===== config.mk =====
export PLATFORM = sky130hd
export DESIGN_NAME = sdram_arbiter
export DESIGN_NICKNAME = d
export VERILOG_FILES = /design/src/rtl/sdram_pkg.sv /design/src/rtl/sdram_ref_timer.sv /design/src/rtl/sdram_arbiter.sv
export SDC_FILE = /design/constraint.sdc
export NUM_CORES = 1
export LEC_CHECK = 0
export CORE_MARGIN = 2
export CORE_UTILIZATION = 52
export CTS_BUF_LIST = sky130_fd_sc_hd__clkbuf_4 sky130_fd_sc_hd__clkbuf_8
export DETAILED_ROUTE_END_ITERATION = 16
export PLACE_DENSITY = 0.79
export SLEW_MARGIN = 30
export SYNTH_ARGS = -nofsm -noshare
export SYNTH_HDL_FRONTEND = slang
export SYNTH_SLANG_ARGS = --single-unit

===== constraint.sdc =====
create_clock -name sysclk_100M -period 2.6 [get_ports sysclk_100M]
set_input_delay 0.52 -clock sysclk_100M [delete_from_list [all_inputs] [get_ports sysclk_100M]]
set_output_delay 0.52 -clock sysclk_100M [all_outputs]
set_load 0.03 [all_outputs]

===== src/rtl/sdram_pkg.sv =====
// Shared definitions for the SDRAM controller: arbiter state encoding and
// default timing/geometry constants used by the arbiter and its sub-FSMs.
package sdram_pkg;

  localparam int REF_CYCLES_DEF = 780;
  localparam int BURST_LEN_DEF  = 8;
  localparam int ADDR_W_DEF     = 24;

  typedef enum logic [4:0] {
    IDLE  = 5'b00001,
    ARBIT = 5'b00010,
    AREF  = 5'b00100,
    WRITE = 5'b01000,
    READ  = 5'b10000
  } state_t;

endpackage


===== src/rtl/sdram_ref_timer.sv =====
// Auto-refresh interval timer: raises ref_pend every REF_CYCLES cycles of
// init_done and holds it until the refresh grant clears it.
module sdram_ref_timer import sdram_pkg::*; #(
  parameter int REF_CYCLES = REF_CYCLES_DEF
) (
  input  logic sysclk_100M,
  input  logic rst,
  input  logic init_done,
  input  logic ref_clr,
  output logic ref_pend
);

  localparam int CNT_W = (REF_CYCLES > 1) ? $clog2(REF_CYCLES) : 1;

  logic [CNT_W-1:0] count;
  logic             expire;

  assign expire = init_done && (count == CNT_W'(REF_CYCLES - 1));

  always_ff @(posedge sysclk_100M or posedge rst) begin
    if (rst) begin
      count    <= '0;
      ref_pend <= 1'b0;
    end else begin
      if (init_done)
        count <= expire ? '0 : count + CNT_W'(1);
      // A fresh expiry outranks a simultaneous clear so no refresh is lost.
      if (expire)
        ref_pend <= 1'b1;
      else if (ref_clr)
        ref_pend <= 1'b0;
    end
  end

endmodule


===== src/rtl/sdram_arbiter.sv =====
// SDRAM command-bus arbiter: schedules refresh, write and read bursts and
// keeps circular-buffer write/read base addresses plus a stored-burst count.
module sdram_arbiter import sdram_pkg::*; #(
  parameter int REF_CYCLES = REF_CYCLES_DEF,
  parameter int BURST_LEN  = BURST_LEN_DEF,
  parameter int ADDR_W     = ADDR_W_DEF
) (
  input  logic              sysclk_100M,
  input  logic              rst,
  input  logic              init_done,
  input  logic              wr_req,
  input  logic              rd_req,
  input  logic              ref_end,
  input  logic              wr_end,
  input  logic              rd_end,
  output logic              ref_en,
  output logic              wr_en,
  output logic              rd_en,
  output logic [ADDR_W-1:0] wr_addr,
  output logic [ADDR_W-1:0] rd_addr,
  output logic              busy,
  output logic              full
);

  localparam int OFS_W  = $clog2(BURST_LEN);
  localparam int PEND_W = ADDR_W - OFS_W + 1;
  localparam logic [PEND_W-1:0] CAP  = {1'b1, {(PEND_W-1){1'b0}}};
  localparam logic [ADDR_W-1:0] STEP = ADDR_W'(BURST_LEN);

  state_t            state;
  logic [PEND_W-1:0] pending;
  logic              last_wr;
  logic              ref_pend;
  logic              wr_ok;
  logic              rd_ok;

  assign wr_ok = wr_req && !full;
  assign rd_ok = rd_req && (pending != '0);
  assign busy  = (state == AREF) || (state == WRITE) || (state == READ);

  sdram_ref_timer #(
    .REF_CYCLES(REF_CYCLES)
  ) u_ref_timer (
    .sysclk_100M(sysclk_100M),
    .rst        (rst),
    .init_done  (init_done),
    .ref_clr    (ref_en),
    .ref_pend   (ref_pend)
  );

  always_ff @(posedge sysclk_100M or posedge rst) begin
    if (rst) begin
      state   <= IDLE;
      ref_en  <= 1'b0;
      wr_en   <= 1'b0;
      rd_en   <= 1'b0;
      wr_addr <= '0;
      rd_addr <= '0;
      pending <= '0;
      full    <= 1'b0;
      last_wr <= 1'b0;
    end else begin
      ref_en <= 1'b0;
      wr_en  <= 1'b0;
      rd_en  <= 1'b0;
      case (state)
        IDLE: begin
          if (init_done)
            state <= ARBIT;
        end
        ARBIT: begin
          // When both bursts are eligible, serve the one not served last.
          if (init_done) begin
            if (ref_pend) begin
              state  <= AREF;
              ref_en <= 1'b1;
            end else if (wr_ok && (!rd_ok || !last_wr)) begin
              state <= WRITE;
              wr_en <= 1'b1;
            end else if (rd_ok) begin
              state <= READ;
              rd_en <= 1'b1;
            end
          end
        end
        AREF: begin
          if (ref_end)
            state <= ARBIT;
        end
        WRITE: begin
          if (wr_end) begin
            state   <= ARBIT;
            wr_addr <= wr_addr + STEP;
            pending <= pending + PEND_W'(1);
            full    <= (pending + PEND_W'(1)) == CAP;
            last_wr <= 1'b1;
          end
        end
        READ: begin
          if (rd_end) begin
            state   <= ARBIT;
            rd_addr <= rd_addr + STEP;
            pending <= pending - PEND_W'(1);
            full    <= 1'b0;
            last_wr <= 1'b0;
          end
        end
        default: state <= IDLE;
      endcase
    end
  end

endmodule

=== Yosys cells after proc, flatten, opt, wreduce, memory -nomap -nowiden ===
Cells that the tools add are included.
W data, S select, Z words.

* $add $sub $neg: 5
* Multipliers: 0
* Div/mod/pow operators: 0
* Order comparisons: 0
* Equal/unequal tests: 13
* Shift-type cells: 0
* Muxes and demuxes: 32
* Bitwise gates (word level): 0
* Reductions and logical operators: 17

{| class="wikitable"
|+ Operators by type and width
! kind !! count
|-
| $add A24 B4 Y24 const B || 2
|-
| $mux W22 || 2
|-
| $pmux W22 S2 || 1
|-
| $mux W5 || 8
|-
| $pmux W5 S5 || 1
|-
| $add A22 B1 Y22 const B || 1
|-
| $eq A22 B22 Y1 const B || 1
|-
| $reduce_bool A22 Y1 || 1
|-
| $sub A22 B1 Y22 const B || 1
|-
| $mux W1 || 17
|-
| $add A10 B1 Y10 const B || 1
|-
| $eq A10 B10 Y1 const B || 1
|-
| $mux W10 || 1
|-
| $ne A2 B2 Y1 const B || 5
|-
| $reduce_and A6 Y1 || 1
|-
| $eq A5 B1 Y1 const B || 1
|-
| $eq A5 B2 Y1 const B || 1
|-
| $eq A5 B3 Y1 const B || 1
|-
| $eq A5 B4 Y1 const B || 1
|-
| $eq A5 B5 Y1 const B || 1
|-
| $logic_and A1 B1 Y1 || 4
|-
| $ne A4 B3 Y1 const B || 1
|-
| $pmux W1 S2 || 2
|-
| $reduce_and A2 Y1 || 2
|-
| 4 further kinds || 9
|}

* Bits in registers: 91
* Bits in latches: 0
* RAM bits: 0
* Bits in read-only memories: 0
* Input port bits: 8
* Output and inout port bits: 53
* Word-level logic and storage cells: 78
* Memories kept: 0

=== Longest topological paths before layout ===
* Word-level depth: 9
* Depth in mapped cells: 8
* Mapped depth without buffers: 7

=== Modules after synthesis ===
A second synthesis with hierarchy kept.

* Cells, all modules: 493
* Area, all modules: 4,732.0 um^2

{| class="wikitable"
|+ By module, submodules not included
! module !! times used !! cells an instance !! area each (um^2) !! sequential area each (um^2)
|-
| sdram_arbiter || 1 || 438 || 4,164.0 || 1,853.0
|-
| sdram_ref_timer || 1 || 55 || 568.0 || 275.3
|}

=== Worst setup path after synthesis ===
OpenSTA, ideal clock, no wires.

* Path type: register to output
* From: register state[3]
* To: output busy
* Arrival time: 2.406 ns
* Data required time: 2.080 ns
* Path slack: -0.326 ns
* Cell stages (with the launch flop): 4
* Buffers on the path: 1
* Cell sequence: dfrtp_1 > buf_2 > or2_2 > a2111oi_0

* Cells in the longest elaborated chain, start to end: 3
* Elaborated cells between the ends (all ways): 5
* Those cells by class: 3 x eq/ne; 2 x reduce/logical

{| class="wikitable"
|+ RTL lines
! element !! RTL line !! RTL
|-
| from (decl) || sdram_arbiter.sv:30 || <nowiki>state_t state;</nowiki>
|-
| from (signal assigned) || sdram_arbiter.sv:53 || <nowiki>state <= IDLE;</nowiki>
|-
| from (signal assigned) || sdram_arbiter.sv:69 || <nowiki>state <= ARBIT;</nowiki>
|-
| from (signal assigned) || sdram_arbiter.sv:75 || <nowiki>state <= AREF;</nowiki>
|-
| $eq A5 B3 Y1 / $eq A5 B4 Y1 (equally long branches) || sdram_arbiter.sv:39 || <nowiki>assign busy = (state == AREF) || (state == WRITE) || (state == READ);</nowiki>
|-
| $logic_or A1 B1 Y1 || sdram_arbiter.sv:39 ||
|-
| $logic_or A1 B1 Y1 (*) || sdram_arbiter.sv:39 ||
|-
| to (decl) || sdram_arbiter.sv:21 || <nowiki>output logic busy,</nowiki>
|}

Mark *: on every way between the ends. The rest lies on a longest branch, timed or not.

=== Worst setup path after layout ===
* From: register state[2]
* To: output busy

The elaborated chain is that of the path after synthesis.

==> results.sh <==
export IMPL_finalSetupViolCount=0
export IMPL_crit_type="reg -> out"
export IMPL_core_um2=8680
export IMPL_vias_per_cell=5.78
export IMPL_grt_pass1_wl_um=17600
export IMPL_hold_depth=1
export IMPL_core_rowCount=34
export IMPL_final_net_count=562
export IMPL_route_detailed_drc=0
export IMPL_drt_pass1_iterations=6
export IMPL_cp_start_kind="register"
export IMPL_worstSkewPairLatency_ns=0.36
export IMPL_reg2reg_depth=5
export IMPL_utilization=0.645
export IMPL_synth_seq_cells=85
export IMPL_path_cells="or2_2 -> a2111oi_1 -> clkbuf_2"
export IMPL_fp_dieW_um=98.2
export IMPL_cp_end_kind="primary output"
export IMPL_yosysTopAreaCell="dfrtp_1"
export IMPL_drt_iter0_drc=280
export IMPL_antenna_found_initial=0
export IMPL_r2r_end="state[1]"
export IMPL_drt_total_wl_um=10400
export IMPL_fmax_mhz=403
export IMPL_status="finished, final reports clean"
export IMPL_track_usage=0.221
export IMPL_finalCritPeriodShare=0.954
export IMPL_wire_per_inst_um=15.8
export IMPL_hold_start="wr_addr[23]"
export IMPL_synth_cell_types=56
export IMPL_drv_cap=0
export IMPL_cts_tree="done"
export IMPL_die_h_um=98.2
export IMPL_max_stage_delay_ns=0.51
export IMPL_via_count=3821
export IMPL_async_reset_ff_frac=1.00
export IMPL_cellLeakagePower_nw=2.42
export IMPL_syn_avg_cell_area_um2=9.60
export IMPL_cp_arrival_ns=1.96
export IMPL_nFillCells=716
export IMPL_synthTopCellsByArea="dfrtp_1 46%, xnor2_1 9.7%, xor2_1 5.1%"
export IMPL_hold_path_endpoint="wr_addr[23]"
export IMPL_first_global_vias=3785
export IMPL_dieArea_um2=9650
export IMPL_gp_congestion=0.900
export IMPL_finalClockSkew_ns=0.0119
export IMPL_ir_drop_v=0.000296
export IMPL_final_max_slew_viol_count=0
export IMPL_cpMaxStageDelayCell="a2111oi_1"
export IMPL_fin_crit_ns=2.48
export IMPL_cts_num_sinks=85
export IMPL_rrSetupSlack_ns=0.14
export IMPL_postCtsSetupBuffers=0
export IMPL_synth_main_ff_cell="dfrtp_1"
export IMPL_area_growth_pct=21.3
export IMPL_grt_start_max_net_pins=86
export IMPL_grt_overflow_total=0
export IMPL_cts_root_buf="clkbuf_8"
export IMPL_synthCells=481
export IMPL_yosysSeqAreaShare=0.461
export IMPL_worstMarginPinSlew_ns=0.683
export IMPL_synth_area_um2=4620
export IMPL_antennaDiodeCount=0
export IMPL_worstPathRequired_ns=2.08
export IMPL_rsz0062_at_grt="no"
export IMPL_start_util=0.532
export IMPL_hold_viol=0
export IMPL_yosysWarningCount=0
export IMPL_final_layout_size_suffix_gt1_frac=0.112
export IMPL_power_density_nw_per_um2=636
export IMPL_clockBufferDepth=2
export IMPL_io_buffers=54
export IMPL_setup_tns_final_ns=0
export IMPL_antenna_left=0
export IMPL_synth_edff_count=0
export IMPL_regToRegStartpoint="pending[12]"
export IMPL_cts_buffers=9
export IMPL_relSlewSlack=0.543
export IMPL_path_max_fanout=6
export IMPL_dp_hpwl_um=7400
export IMPL_clkTransAtPathRegs_ns=0.10
export IMPL_synth_top_area_share=0.455
export IMPL_hold_class="reg -> reg"
export IMPL_htreeDepth=3
export IMPL_pin_count=61
## power breakdown
part,switching (W),internal [W]
Sequential,0.000195,0.00146
Combinational,0.000460,0.000365
Clock,0.000528,0.000555
## stage by stage
stage | hold WS [ns] | cells | instance area (µm²) | worst slack, ns | power, W
after global routing | 0.495 | 661 | 5600 | 0.0460 | 0.00373
after CTS | 0.483 | 661 | 5600 | 0.00928 | 0.00356
after global placement | 0.460 | 645 | 5370 | 0.118 | 0.00244
after detailed placement | 0.467 | 645 | 5370 | 0.0742 | 0.00249
after floorplan | 0.461 | 486 | 4640 | 0.0572 | 0.00223
final | 0.483 | 661 | 5600 | 0.120 | 0.00356
## layer usage
| metal | vias up | global-route usage | routed length [µm] |
|---|---|---|---|
| met5 | - | 0 | 0 |
| met4 | 0 | 0.0674 | 129 |
| met3 | 21 | 0.0530 | 590 |
| met2 | 135 | 0.361 | 5120 |
| met1 | 1854 | 0.294 | 4600 |
| li1 | 1811 | - | - |
## cell usage after synthesis (all sizes together) (2+ instances only)
cell and number:
a2111oi 2, a211o 3, a211oi 2, a21o 2, a21oi 14, a31oi 8, and2 3, and3 15
and4 7, buf 13, clkbuf 16, dfrtp 84, ha 6, inv 10, mux2 2, mux2i 2
nand2 46, nand2b 3, nand3 26, nand3b 2, nand4 23, nand4b 2, nor2 45, nor3 14
nor4 13, o21ai 8, o22ai 2, o31ai 3, or2 5, or3 3, or3b 2, or4 4
xnor2 51, xor2 27
## flip-flops by register name (all words and copies together), names as in the netlist
| register | flops |
|---|---|
| pending | 22 |
| wr_addr | 21 |
| last_wr | 1 |
| state | 5 |
| rd_en | 1 |
| u_ref_timer.count | 10 |
| rd_addr | 21 |
| full | 1 |
| wr_en | 1 |
| ref_en | 1 |
| u_ref_timer.ref_pend | 1 |
## cells in the final DEF (no fill, tap or decap), types with 2 or more instances in the layout
master	n
and3_1	15
a211o_1	3
o31ai_1	3
nor4_2	3
conb_1	6
a211oi_1	2
mux2i_1	2
buf_4	25
nor3_1	13
clkdlybuf4s50_1	53
a21oi_1	13
or2_2	5
nand3b_1	2
or3_1	3
a31oi_1	8
o21ai_0	7
clkbuf_8	9
bufinv_16	2
or3b_2	2
xor2_1	27
xnor2_1	51
ha_1	6
nor2_1	44
nand4b_1	2
dfrtp_1	84
inv_1	9
nand3_1	26
and4_1	7
and2_1	3
or4_1	3
clkinvlp_4	3
nand2_1	46
o22ai_1	2
nand4_1	23
a21o_1	2
nor4_1	10
nand2b_1	2
inv_6	2
## cell families after synthesis
group / after synthesis / share of synthesized area
muxes: 4 / 0.00921
other: 1 / 0.000812
DFF: 85 / 0.461
AOI/OAI and AO/OA: 50 / 0.0702
and+or+nand+nor: 218 / 0.253
xor gates and xnor gates: 78 / 0.148
adders and majority gates: 6 / 0.0163
buffers and inverters: 39 / 0.0417
## worst max-delay path: cells and delay by family (launching register included)
family,cells,cell delay (ns)
DFF,1,0.45
and+or+nand+nor,1,0.34
AOI/OAI and AO/OA,1,0.51
buffers and inverters,1,0.29
## final cells by class
cell class / count / area [µm²] / area share
clock inverter: 7 / 104 / 0.0185
clock buffer: 9 / 124 / 0.0221
sequential: 85 / 2130 / 0.380
timing repair buffer: 80 / 743 / 0.133
tap: 108 / 135 / 0.0241
multi-input combinational: 362 / 2320 / 0.415
inverter: 10 / 41.3 / 0.00737
## repair_timing
action | in CTS | in global routing
resized for setup | 3 | 3
gates cloned | 0 | 0
hold buffers | 0 | 0
setup endpoints to repair | 1 | 6
## how the worst max path moves through the flow
| stage | from | endpoint | slack [ns] |
|---|---|---|---|
| floorplan | state[3] | busy | 0.06 |
| finish | state[2] | busy | 0.12 |
| global route | state[2] | busy | 0.05 |
| global placement | state[2] | busy | 0.12 |
| CTS | state[2] | busy | 0.009 |
| detailed placement | state[2] | busy | 0.07 |
Power figures use the tool's default switching activity.
==> RTL change: new RTL, config.mk and constraints unchanged <==
The package constant `BURST_LEN_DEF` goes from 8 to 4.
--- a/src/rtl/sdram_pkg.sv
+++ b/src/rtl/sdram_pkg.sv
@@ -4,5 +4,5 @@
 
   localparam int REF_CYCLES_DEF = 780;
-  localparam int BURST_LEN_DEF  = 8;
+  localparam int BURST_LEN_DEF  = 4;
   localparam int ADDR_W_DEF     = 24;
 
Formal check against the unedited RTL: not equivalent (Yosys sat finds a counterexample within 4 cycles, from zero or initial values and one cycle with rst high).
==> RTL change against the original RTL <==
Area after synthesis increased by 3.2%. Register-to-register slack improved by 90 ps. Routed wire length increased by 2.1%. Worst setup slack improved by 18 ps. Sequential share of layout area decreased by 0.13 points. Combinational power decreased by 26%. Count of clock-buffer cells in the layout increased by 1. First-iteration DRC count decreased by 22%. Total power decreased by 7.9%. Design area increased by 3.9%. Maximum frequency increased by 0.72%. Sequential cell count increased by 3. Critical path type unchanged. Largest power group unchanged.
==> RTL change: results (changes against the original RTL) <==
status finished, final reports clean (unchanged); slowest stage delay, CP 460 ps (was 510 ps); # port buffers 56 (was 54); GRT Resource Usage Total 22.0% (was 22.1%); DPL Wire Length 7570 microns (was 7400 microns); grt met3 use 4.43% (was 5.30%); GRT met2 Usage 35.7% (was 36.1%); vias in the first global route 3769 (was 3785); critical path's slowest cell dfrtp_1 (was a2111oi_1); Routed Wire Length 10700 microns (was 10400 microns); Worst Skew 14.5 ps (was 11.9 ps); first-pass GRT wire length 17700 microns (was 17600 microns); via count 3954 (was 3821); Layout Nets 593 (was 562); leakage 2.60 nW (was 2.42 nW); routability cong. 0.881 (was 0.900); r2r endpoint pending[21] (was state[1]); R2R setup slack 230 ps (was 140 ps); initial DRC count 218 (was 280); synth cell count leaders dfrtp_1 (87), nand2_1 (54), xnor2_1 (49) (was dfrtp_1 (84), xnor2_1 (51), nand2_1 (46)); met1 usage 29.4% (about the same); post-DR wirelength/cell 15.4 microns (was 15.8 microns); worst rel slew slack 61.4% (was 54.3%); Syn Area/Cell 9.42 sq um (was 9.60 sq um); Int Pwr 0.00229 W (was 0.00238 W); worst setup path start state[3] (was state[2]); Inst Count DP 676 (was 645); Seq/Total Area, Yosys 46.2% (was 46.1%); maximum vdd drop 0.315 mV (was 0.296 mV); crit-path leading delay family flip-flops (was compound AO/OA/AOI/OAI gates); drt pass-1 iters 4 (was 6); max reg flops 23 (was 22)
RTL change: through the flow:
step	util (%)	cell area, sq um	setup slack (ps)	hold WS, ps
final	66.1	5820	138	478
after global routing	66.1	5820	30.3	503
after CTS	66.1	5820	147	482
after detailed placement	63.5	5600	181	471
after global placement	63.5	5600	183	461
after floorplan	-	4780	317	460
RTL change: power groups by stage:
stage	sequential [W]	clock, W	combinational, W
2_1_floorplan	0.00163	0	0.000389
3_5_place_dp	0.00163	0	0.000604
6_report	0.00161	0.00107	0.000607
5_1_grt	0.00162	0.00114	0.000681
3_3_place_gp	0.00162	0	0.000584
4_1_cts	0.00160	0.00108	0.000606
RTL change: layout make-up:
type | instances | area, sq um
clock buffer | 10 | 131
clock inverter | 6 | 92.6
fill | 686 | 2990
inverter | 12 | 48.8
multi-input combinational | 379 | 2390
sequential | 88 | 2200
tap | 108 | 135
timing repair buffer | 89 | 820
RTL change: cell families (layout without fill, tap and decap cells):
| kind of cell | after synthesis | in the layout | share of synthesized area [%] |
|---|---|---|---|
| XOR/XNOR | 80 | 80 | 14.7 |
| AND/OR/NAND/NOR | 224 | 224 | 24.1 |
| flip-flops | 88 | 88 | 46.2 |
| multiplexers | 5 | 5 | 1.10 |
| adder cells (fa/ha/maj) | 6 | 6 | 1.58 |
| buffers and inverters | 42 | 117 | 3.89 |
| AO/OA/AOI/OAI | 60 | 60 | 8.27 |
| other | 1 | 4 | 0.0787 |
RTL change: how the worst min path moves through the flow:
stage                      endpoint                  from  slack (ps)  depth (start not counted)
5_1_grt                 wr_addr[23]           wr_addr[23]         500                          1
3_3_place_gp            wr_addr[23]           wr_addr[23]         460                          1
3_5_place_dp            wr_addr[23]           wr_addr[23]         470                          1
6_report                wr_addr[23]           wr_addr[23]         480                          1
4_1_cts                 wr_addr[23]           wr_addr[23]         480                          1
2_1_floorplan  u_ref_timer.count[4]  u_ref_timer.count[4]         460                          1
RTL change: repair_timing:
action                     CTS  global route
hold endpoints to repair     0             0
resized for setup            1             0
setup endpoints to repair    1             0
RTL change: metal layers:
metal	part of all wire, %	routed length (microns)
met1	46	4890
met2	47	5050
met3	5.1	545
met4	1.7	178
met5	0	0
